===== config.mk =====
export PLATFORM = sky130hd
export DESIGN_NAME = generic_fifo_env_param
export DESIGN_NICKNAME = d
export VERILOG_FILES = /design/src/rtl/generic_fifo_env_param.sv
export SDC_FILE = /design/constraint.sdc
export NUM_CORES = 1
export LEC_CHECK = 0
export BUFFER_PORTS_ARGS = -buffer_cell sky130_fd_sc_hd__buf_2
export CORE_ASPECT_RATIO = 0.8
export CORE_MARGIN = 1
export CORE_UTILIZATION = 46
export CTS_CLUSTER_DIAMETER = 50
export DETAILED_ROUTE_END_ITERATION = 10
export GPL_ROUTABILITY_DRIVEN = 1
export SYNTH_ARGS = -nofsm -noshare
export SYNTH_HDL_FRONTEND = slang
export SYNTH_SLANG_ARGS = --single-unit

===== constraint.sdc =====
create_clock -name clk -period 2.95 [get_ports clk]
set_input_delay 0.1475 -clock clk [delete_from_list [all_inputs] [get_ports clk]]
set_output_delay 0.1475 -clock clk [all_outputs]
set_load 0.05 [all_outputs]

===== src/rtl/generic_fifo_env_param.sv =====
// Single-clock parametrised FIFO with arbitrary depth, optional first-word-fall-through,
// programmable almost flags, synchronous flush, sticky error status and high-water mark.
module generic_fifo_env_param #(
   parameter int DAT_WIDTH = 36,
   parameter int DEPTH     = 16,
   parameter int FWFT      = 0,
   localparam int PTR_WIDTH = $clog2(DEPTH),
   localparam int CNT_WIDTH = $clog2(DEPTH + 1)
) (
   input  logic                 clk,
   input  logic                 reset,
   input  logic                 clr,
   input  logic                 wr_op,
   input  logic [DAT_WIDTH-1:0] wr_data,
   input  logic                 rd_op,
   output logic [DAT_WIDTH-1:0] rd_data,
   output logic                 rd_valid,
   output logic                 full,
   output logic                 empty,
   output logic                 almost_full,
   output logic                 almost_empty,
   input  logic [CNT_WIDTH-1:0] af_thresh,
   input  logic [CNT_WIDTH-1:0] ae_thresh,
   output logic [CNT_WIDTH-1:0] entry_used,
   output logic [CNT_WIDTH-1:0] max_used,
   output logic                 wr_full_err,
   output logic                 rd_empty_err,
   output logic [1:0]           err_sticky,
   input  logic                 stat_clr
);

   logic [DAT_WIDTH-1:0] mem [DEPTH];
   logic [PTR_WIDTH-1:0] wr_ptr;
   logic [PTR_WIDTH-1:0] rd_ptr;
   logic [CNT_WIDTH-1:0] cnt;
   logic [CNT_WIDTH-1:0] cnt_nxt;
   logic                 wr_acc;
   logic                 rd_acc;
   logic                 wr_err_ev;
   logic                 rd_err_ev;

   // Handshake: wr_op/rd_op are single-cycle requests judged against start-of-cycle
   // full/empty; a request is either accepted that cycle or dropped with an error pulse.
   // clr swallows both requests silently.
   assign wr_acc    = wr_op & ~full & ~clr;
   assign rd_acc    = rd_op & ~empty & ~clr;
   assign wr_err_ev = wr_op & full & ~clr;
   assign rd_err_ev = rd_op & empty & ~clr;

   assign entry_used   = cnt;
   assign full         = (cnt == CNT_WIDTH'(DEPTH));
   assign empty        = (cnt == '0);
   assign almost_full  = (cnt >= af_thresh);
   assign almost_empty = (cnt <= ae_thresh);

   // Explicit wrap compare so DEPTH need not be a power of two.
   function automatic logic [PTR_WIDTH-1:0] ptr_inc(input logic [PTR_WIDTH-1:0] p);
      return (p == PTR_WIDTH'(DEPTH - 1)) ? '0 : p + PTR_WIDTH'(1);
   endfunction

   always_comb begin
      cnt_nxt = cnt;
      if (clr)                  cnt_nxt = '0;
      else if (wr_acc & ~rd_acc) cnt_nxt = cnt + CNT_WIDTH'(1);
      else if (rd_acc & ~wr_acc) cnt_nxt = cnt - CNT_WIDTH'(1);
   end

   always_ff @(posedge clk) begin
      if (wr_acc) mem[wr_ptr] <= wr_data;
   end

   always_ff @(posedge clk or posedge reset) begin
      if (reset) begin
         wr_ptr       <= '0;
         rd_ptr       <= '0;
         cnt          <= '0;
         max_used     <= '0;
         err_sticky   <= 2'b00;
         wr_full_err  <= 1'b0;
         rd_empty_err <= 1'b0;
      end else begin
         if (clr) begin
            wr_ptr <= '0;
            rd_ptr <= '0;
         end else begin
            if (wr_acc) wr_ptr <= ptr_inc(wr_ptr);
            if (rd_acc) rd_ptr <= ptr_inc(rd_ptr);
         end
         cnt          <= cnt_nxt;
         wr_full_err  <= wr_err_ev;
         rd_empty_err <= rd_err_ev;
         // A new event coinciding with stat_clr wins over the clear.
         err_sticky   <= (stat_clr ? 2'b00 : err_sticky) | {wr_err_ev, rd_err_ev};
         if (cnt_nxt > max_used) max_used <= cnt_nxt;
         else if (stat_clr)      max_used <= '0;
      end
   end

   generate
      if (FWFT != 0) begin : g_fwft
         assign rd_data  = mem[rd_ptr];
         assign rd_valid = ~empty;
      end else begin : g_std
         logic [DAT_WIDTH-1:0] rd_data_q;
         logic                 rd_valid_q;
         always_ff @(posedge clk or posedge reset) begin
            if (reset) begin
               rd_data_q  <= '0;
               rd_valid_q <= 1'b0;
            end else begin
               rd_valid_q <= rd_acc;
               if (rd_acc) rd_data_q <= mem[rd_ptr];
            end
         end
         assign rd_data  = rd_data_q;
         assign rd_valid = rd_valid_q;
      end
   endgenerate

endmodule


**Yosys cells after proc, flatten, opt, wreduce, memory -nomap -nowiden**

Memories as Yosys holds them, arrays and structs flattened. A register that Yosys moved wholly into a read port is not among the register bits.
Index checks and enable logic that the tools add are counted.
W data, S select, Z words.

- Add/sub/neg operators: 4
- Div/mod/pow operators: 0
- Shift-type cells: 0
- Magnitude comparators: 3
- $mul: 0
- Reductions and logical operators: 4
- Bitwise gates (word level): 16
- Multiplexer cells: 14
- Eq/ne operators: 3

Operator list:

| cell | count |
|---|---|
| $mux W5 | 5 |
| $mux W4 | 6 |
| $and A1 B1 Y1 | 10 |
| $add A4 B1 Y4 const B | 2 |
| $eq A4 B4 Y1 const B | 2 |
| $reduce_bool A2 Y1 | 3 |
| $add A5 B1 Y5 const B | 1 |
| $eq A5 B5 Y1 const B | 1 |
| $ge A5 B5 Y1 | 1 |
| $gt A5 B5 Y1 | 1 |
| $le A5 B5 Y1 | 1 |
| $logic_not A5 Y1 | 1 |
| $not A1 Y1 | 5 |
| $sub A5 B1 Y5 const B | 1 |
| $mux W1 | 2 |
| $mux W2 | 1 |
| $or A2 B2 Y2 | 1 |

- Output and inout bits: 55
- Bits in registers: 23
- Memory bits (writable): 576
- Latch bits: 0
- Bits in read-only memories: 0
- Memories kept: 1

Memory list:

| memory | depth | width | rd ports | clocked after memory_dff | wr ports | RTL line | text |
|---|---|---|---|---|---|---|---|
| mem | 16 | 36 | 1 | 1 | 1 | 32 | `logic [DAT_WIDTH-1:0] mem [DEPTH];` |

**Longest topological paths before layout**

- Depth after elaboration: 11
- Depth in mapped cells: 15
- Depth with buffers taken out: 14

**Worst setup path after synthesis**

OpenSTA, ideal clock, no wires.

- Path kind: register -> register
- From: register cnt[0] (netlist: entry_used[0])
- To: register max_used[1]
- Cell stages (with the launch flop): 15
- Required time: 2.825 ns
- Path slack: -0.663 ns
- Buffers on the path: 1
- Arrival: 3.488 ns
- Period minus slack after synthesis: 3.613 ns
- Path through: dfrtp_1 inv_1 ha_1 or4b_1 buf_6 clkinv_4 a211oi_1 a2bb2oi_1 xor2_1 nor2_1 ha_1 and3_1 o21ai_0 a32oi_1 mux2_2

- Elaborated cells on any way between the ends: 20
- Classes of those cells: 2 x add/sub; 1 x order compare; 1 x eq/ne; 4 x mux; 10 x bitwise; 2 x reduce/logical

RTL lines:

| element | RTL line | text |
|---|---|---|
| start: declaration | 35 | `logic [CNT_WIDTH-1:0] cnt;` |
| start signal: assignment | 89 | `cnt <= cnt_nxt;` |
| $logic_not A5 Y1 * | 52 | `assign empty = (cnt == '0);` |
| via empty | 19 | `output logic empty,` |
| $not A1 Y1 * | 46 | `assign rd_acc = rd_op & ~empty & ~clr;` |
| $and A1 B1 Y1 * (2 in a row) | 46 |  |
| $and A1 B1 Y1 / $not A1 Y1 (equally long branches) | 65, 64 |  |
| $mux W5 / $and A1 B1 Y1 (equally long branches) | 65, 64 |  |
| $mux W5 * | 64 | `else if (wr_acc & ~rd_acc) cnt_nxt = cnt + CNT_WIDTH'(1);` |
| $mux W5 * | 63 | `if (clr) cnt_nxt = '0;` |
| via cnt_nxt[3] | 36 | `logic [CNT_WIDTH-1:0] cnt_nxt;` |
| $gt A5 B5 Y1 * | 94 | `if (cnt_nxt > max_used) max_used <= cnt_nxt;` |
| $mux W5 / $reduce_bool A2 Y1 (equally long branches) | n/a |  |
| end signal: assignment | 94 |  |
| end: declaration | 25 | `output logic [CNT_WIDTH-1:0] max_used,` |

The timed path passes the listed nets; every way through them passes the cells marked *.
A chain may end at the register's enable or synchronous reset.

**Final worst setup path**

- From: register cnt[0] (netlist: entry_used[0])
- To: register max_used[4]

- Longest elaborated chain between the ends: 11
- Elaborated cells on any way between the ends: 20
- Classes of those cells: 2 x add/sub; 1 x order compare; 1 x eq/ne; 4 x mux; 10 x bitwise; 2 x reduce/logical

Ends and longest elaborated chain:

| element | RTL line | text |
|---|---|---|
| $eq A5 B5 Y1 | 51 | `assign full = (cnt == CNT_WIDTH'(DEPTH));` |
| $not A1 Y1 | 45 | `assign wr_acc = wr_op & ~full & ~clr;` |
| $and A1 B1 Y1 (2 in a row) | 45 |  |
| $not A1 Y1 | 65 | `else if (rd_acc & ~wr_acc) cnt_nxt = cnt - CNT_WIDTH'(1);` |
| $and A1 B1 Y1 | 65 |  |
| $mux W5 | 65 |  |
| $mux W5 * | 64 |  |
| $mux W5 * | 63 |  |
| via cnt_nxt[3] | 36 |  |
| $gt A5 B5 Y1 * | 94 |  |
| $mux W5 / $reduce_bool A2 Y1 (equally long branches) | n/a |  |

Marked as above.

==> flow_summary.json <==
{
  "p_switching_mw": 6.30,
  "fill_cells": 3987,
  "finish.instance_area_um2": 29400,
  "synth_top_flop_cell": "edfxtp_1",
  "sw_frac_of_total_pct": 27.2,
  "skew_ps": 17.0,
  "cp-start-kind": "flop",
  "synth_nets": 1213,
  "violations": "design-rule violations, negative setup slack",
  "syn_inst": 1139,
  "initial_core_util_pct": 46.8,
  "vias": 11900,
  "synth_top_family_by_area": "multiplexers",
  "syn_area_um2": 24600,
  "max_freq_ghz": 0.322,
  "synth-seq-cells": 635,
  "cts_tree": "built",
  "avgSynthCellArea_um2": 21.6,
  "clock-sinks": 635,
  "rows": 75,
  "dieWidth_um": 261,
  "combinationalPowerShare_pct": 20.4,
  "required_ps": 3420,
  "dr.first_iter.drc_count": 880,
  "outcome": "finished, violations left",
  "final_max_slew_viol_count": 0,
  "synth_area_leaders": "edfxtp_1 (70%), mux4_2 (13%), dfrtp_1 (6.0%), mux2i_1 (2.9%), a21o_1 (1.2%)",
  "setup_viol": 5,
  "leakagePower_nw": 9.89,
  "grt_max_degree": 50,
  "maxCapViolations": 0,
  "grt_pass1_vias": 12300,
  "path_max_fanout": 5,
  "grt_pass1_wl_um": 79000,
  "cts_buffers": 66,
  "die_h_um": 209,
  "placed_area_um2": 26700,
  "ff2ff_path_depth": 13,
  "num-nets-final": 1446,
  "synth-edff-count": 576,
  "ys_types": 50,
  "drive_gt1_share_pct": 33.3,
  "drc": 10,
  "syn_to_final_growth_pct": 19.2,
  "hold_violations": 0,
  "fin_crit_sh_pct": 105,
  "die_area_um2": 54500,
  "drtPass1Iterations": 8,
  "synth_xor_area_share_pct": 0.269,
  "yosys_warnings": 0,
  "multi_input_area_um2": 5630,
  "io_buffers": 106,
  "synth_seq_area_share_pct": 76.2,
  "cts_htree_levels": 3,
  "core_um2": 52600,
  "antenna_found_initial": 3,
  "synth_top_area_cell": "edfxtp_1",
  "path_clk_slew_ps": 60,
  "synthAdderAreaFrac_pct": 1.12,
  "gp_congestion": 0.785,
  "internal_power_mw": 16.8,
  "register_area_um2": 18800,
  "hold_path_class": "in2async",
  "min_period_ps": 3110,
  "worst_pin_slew_ps": 952,
  "ios": 107,
  "critPathKind": "reg2reg",
  "viasPerCell": 5.61,
  "cp.arrival_ps": 3580,
  "routed_wl_um": 52900,
  "synth_compound_area_share_pct": 3.09,
  "root_buffer": "clkbuf_16",
  "worstSkewPairLatency_ps": 590,
  "power_density_nw_per_um2": 788,
  "worst_slack_ps": -160,
  "ant_nets": 0,
  "grtUsageTotal_pct": 20.0,
  "yosysMostFrequentCell": "edfxtp_1",
  "peakVddDrop_uv": 498,
  "muxShareOfSynthArea_pct": 16.2,
  "wl_per_cell_um": 25.0,
  "sequentialPowerShare_pct": 44.8,
  "overflow": 0,
  "pwr-share-clk_pct": 34.8,
  "rsz0062_at_grt": "true",
  "synth.top_cells.by_count": "edfxtp_1 (576), mux4_2 (144), mux2i_1 (72)",
  "relSlewSlack_pct": 36.5,
  "dp_hpwl_um": 27800,
  "setup.worst_path.end_class": "flop",
  "synthArstFlopShare_pct": 9.29,
  "clk_path_buf_depth": 3,
  "dp_slack_ps": -216,
  "synth_top_area_share_pct": 70.2,
  "synthSimpleGateAreaFrac_pct": 1.59
}
==> worst paths after layout <==
kind / startpoint / end / slack (ps)
setup / recovery: entry_used[0]$_DFF_PP0_ / max_used[4]$_DFFE_PP0P_ / -160
hold reg to reg: rd_data[4]$_DFFE_PP0P_ / rd_data[4]$_DFFE_PP0P_ / 470
min in group clk: clr / wr_ptr[1]$_DFFE_PP0P_ / 400
hold / removal: reset / rd_data[25]$_DFFE_PP0P_ / 280
setup reg to reg: entry_used[0]$_DFF_PP0_ / max_used[4]$_DFFE_PP0P_ / -160
max in group asynchronous: reset / rd_ptr[0]$_DFFE_PP0P_ / 2000
==> cell families (layout without fill, tap and decap cells) <==
kind of cell               count (synthesis)  after routing
adders and majority gates                 22             22
buffers and inverters                     82            365
DFF                                      635            635
xor gates and xnor gates                   6              6
other                                      0              2
AOI/OAI and AO/OA                        106            106
and+or+nand+nor                           69             69
muxes                                    219            219
==> placed cells by master, fill, tap and decap left out, drive strengths merged, types with 4 or more instances in the layout <==
cell type | Yosys | layout
nor2 | 13 | 13
and2 | 16 | 16
edfxtp | 576 | 576
ha | 22 | 22
dfrtp | 59 | 59
mux4 | 144 | 144
nand2b | 5 | 5
dlygate4sd3 | 0 | 42
xor2 | 4 | 4
nand2 | 10 | 10
a21o | 40 | 40
clkbuf | 21 | 83
a21oi | 7 | 7
o22ai | 39 | 39
nand3 | 8 | 8
mux2i | 72 | 72
inv | 24 | 29
clkinv | 1 | 26
buf | 36 | 180
==> power by group through the flow <==
stage               clock network (mW)  registers (mW)  logic, mW
floorplan                            0            11.4       2.43
global placement                     0            10.6       4.48
detailed placement                   0            10.6       4.51
CTS                               8.23            10.4       4.67
global route                      8.57            10.4       5.04
finish                            8.04            10.4       4.71
==> per-layer routing <==
layer,up-vias,GRT usage [%],share of wire [%]
met5,-,0,0
met4,0,5.16,1.8
met3,72,3.61,4.4
met2,263,30.9,48
met1,6330,29.5,46
li1,5208,-,-
==> worst max-delay path, stage by stage, from the launching register on <==
cell and delay (ps):
dfrtp_2 400, inv_2 80, ha_4 140, or4b_4 540
clkinv_8 90, a211oi_4 50, a2bb2oi_2 220, xor2_2 200
nor2_2 70, ha_1 290, and3_4 210, o21ai_4 70
a32oi_4 300, mux2_4 330
==> registers in the layout (all words and copies together), names as in the netlist <==
| signal | flops |
|---|---|
| rd_empty_err | 1 |
| entry_used | 5 |
| wr_full_err | 1 |
| max_used | 5 |
| rd_ptr | 4 |
| wr_ptr | 4 |
| mem | 576 |
| err_sticky | 2 |
| rd_valid | 1 |
| rd_data | 36 |
==> final cells by class <==
| cell class | instances | area share (%) |
|---|---|---|
| Antenna cell | 2 | 0.0170 |
| Clock buffer | 83 | 6.19 |
| Clock inverter | 35 | 0.937 |
| Inverter | 25 | 0.366 |
| Multi-Input combinational cell | 422 | 19.2 |
| Sequential cell | 635 | 64.0 |
| Tap cell | 693 | 2.95 |
| Timing Repair Buffer | 222 | 6.39 |
==> per-stage QoR <==
step                TNS (ps)  instances  utilization (%)  hold WS [ps]  power, mW
detailed placement      -912       1941             50.7           374       15.1
global placement        -422       1941             50.7           368       15.0
CTS                     -457       2114             55.7           279       23.3
floorplan              -1270       1139                -           219       13.9
finish                  -656       2117             55.8           278       23.1
global route           -1290       2117             55.8           336       24.0
==> what timing repair did <==
action                                  4_1_cts  5_1_grt
hold buffers                                 42        0
endpoints found under the setup margin        5        6
setup buffers                                13        2
endpoints found under the hold margin       627        0
pin swaps                                     6        4
resized for setup                             3        8
Power figures use the tool's default switching activity.
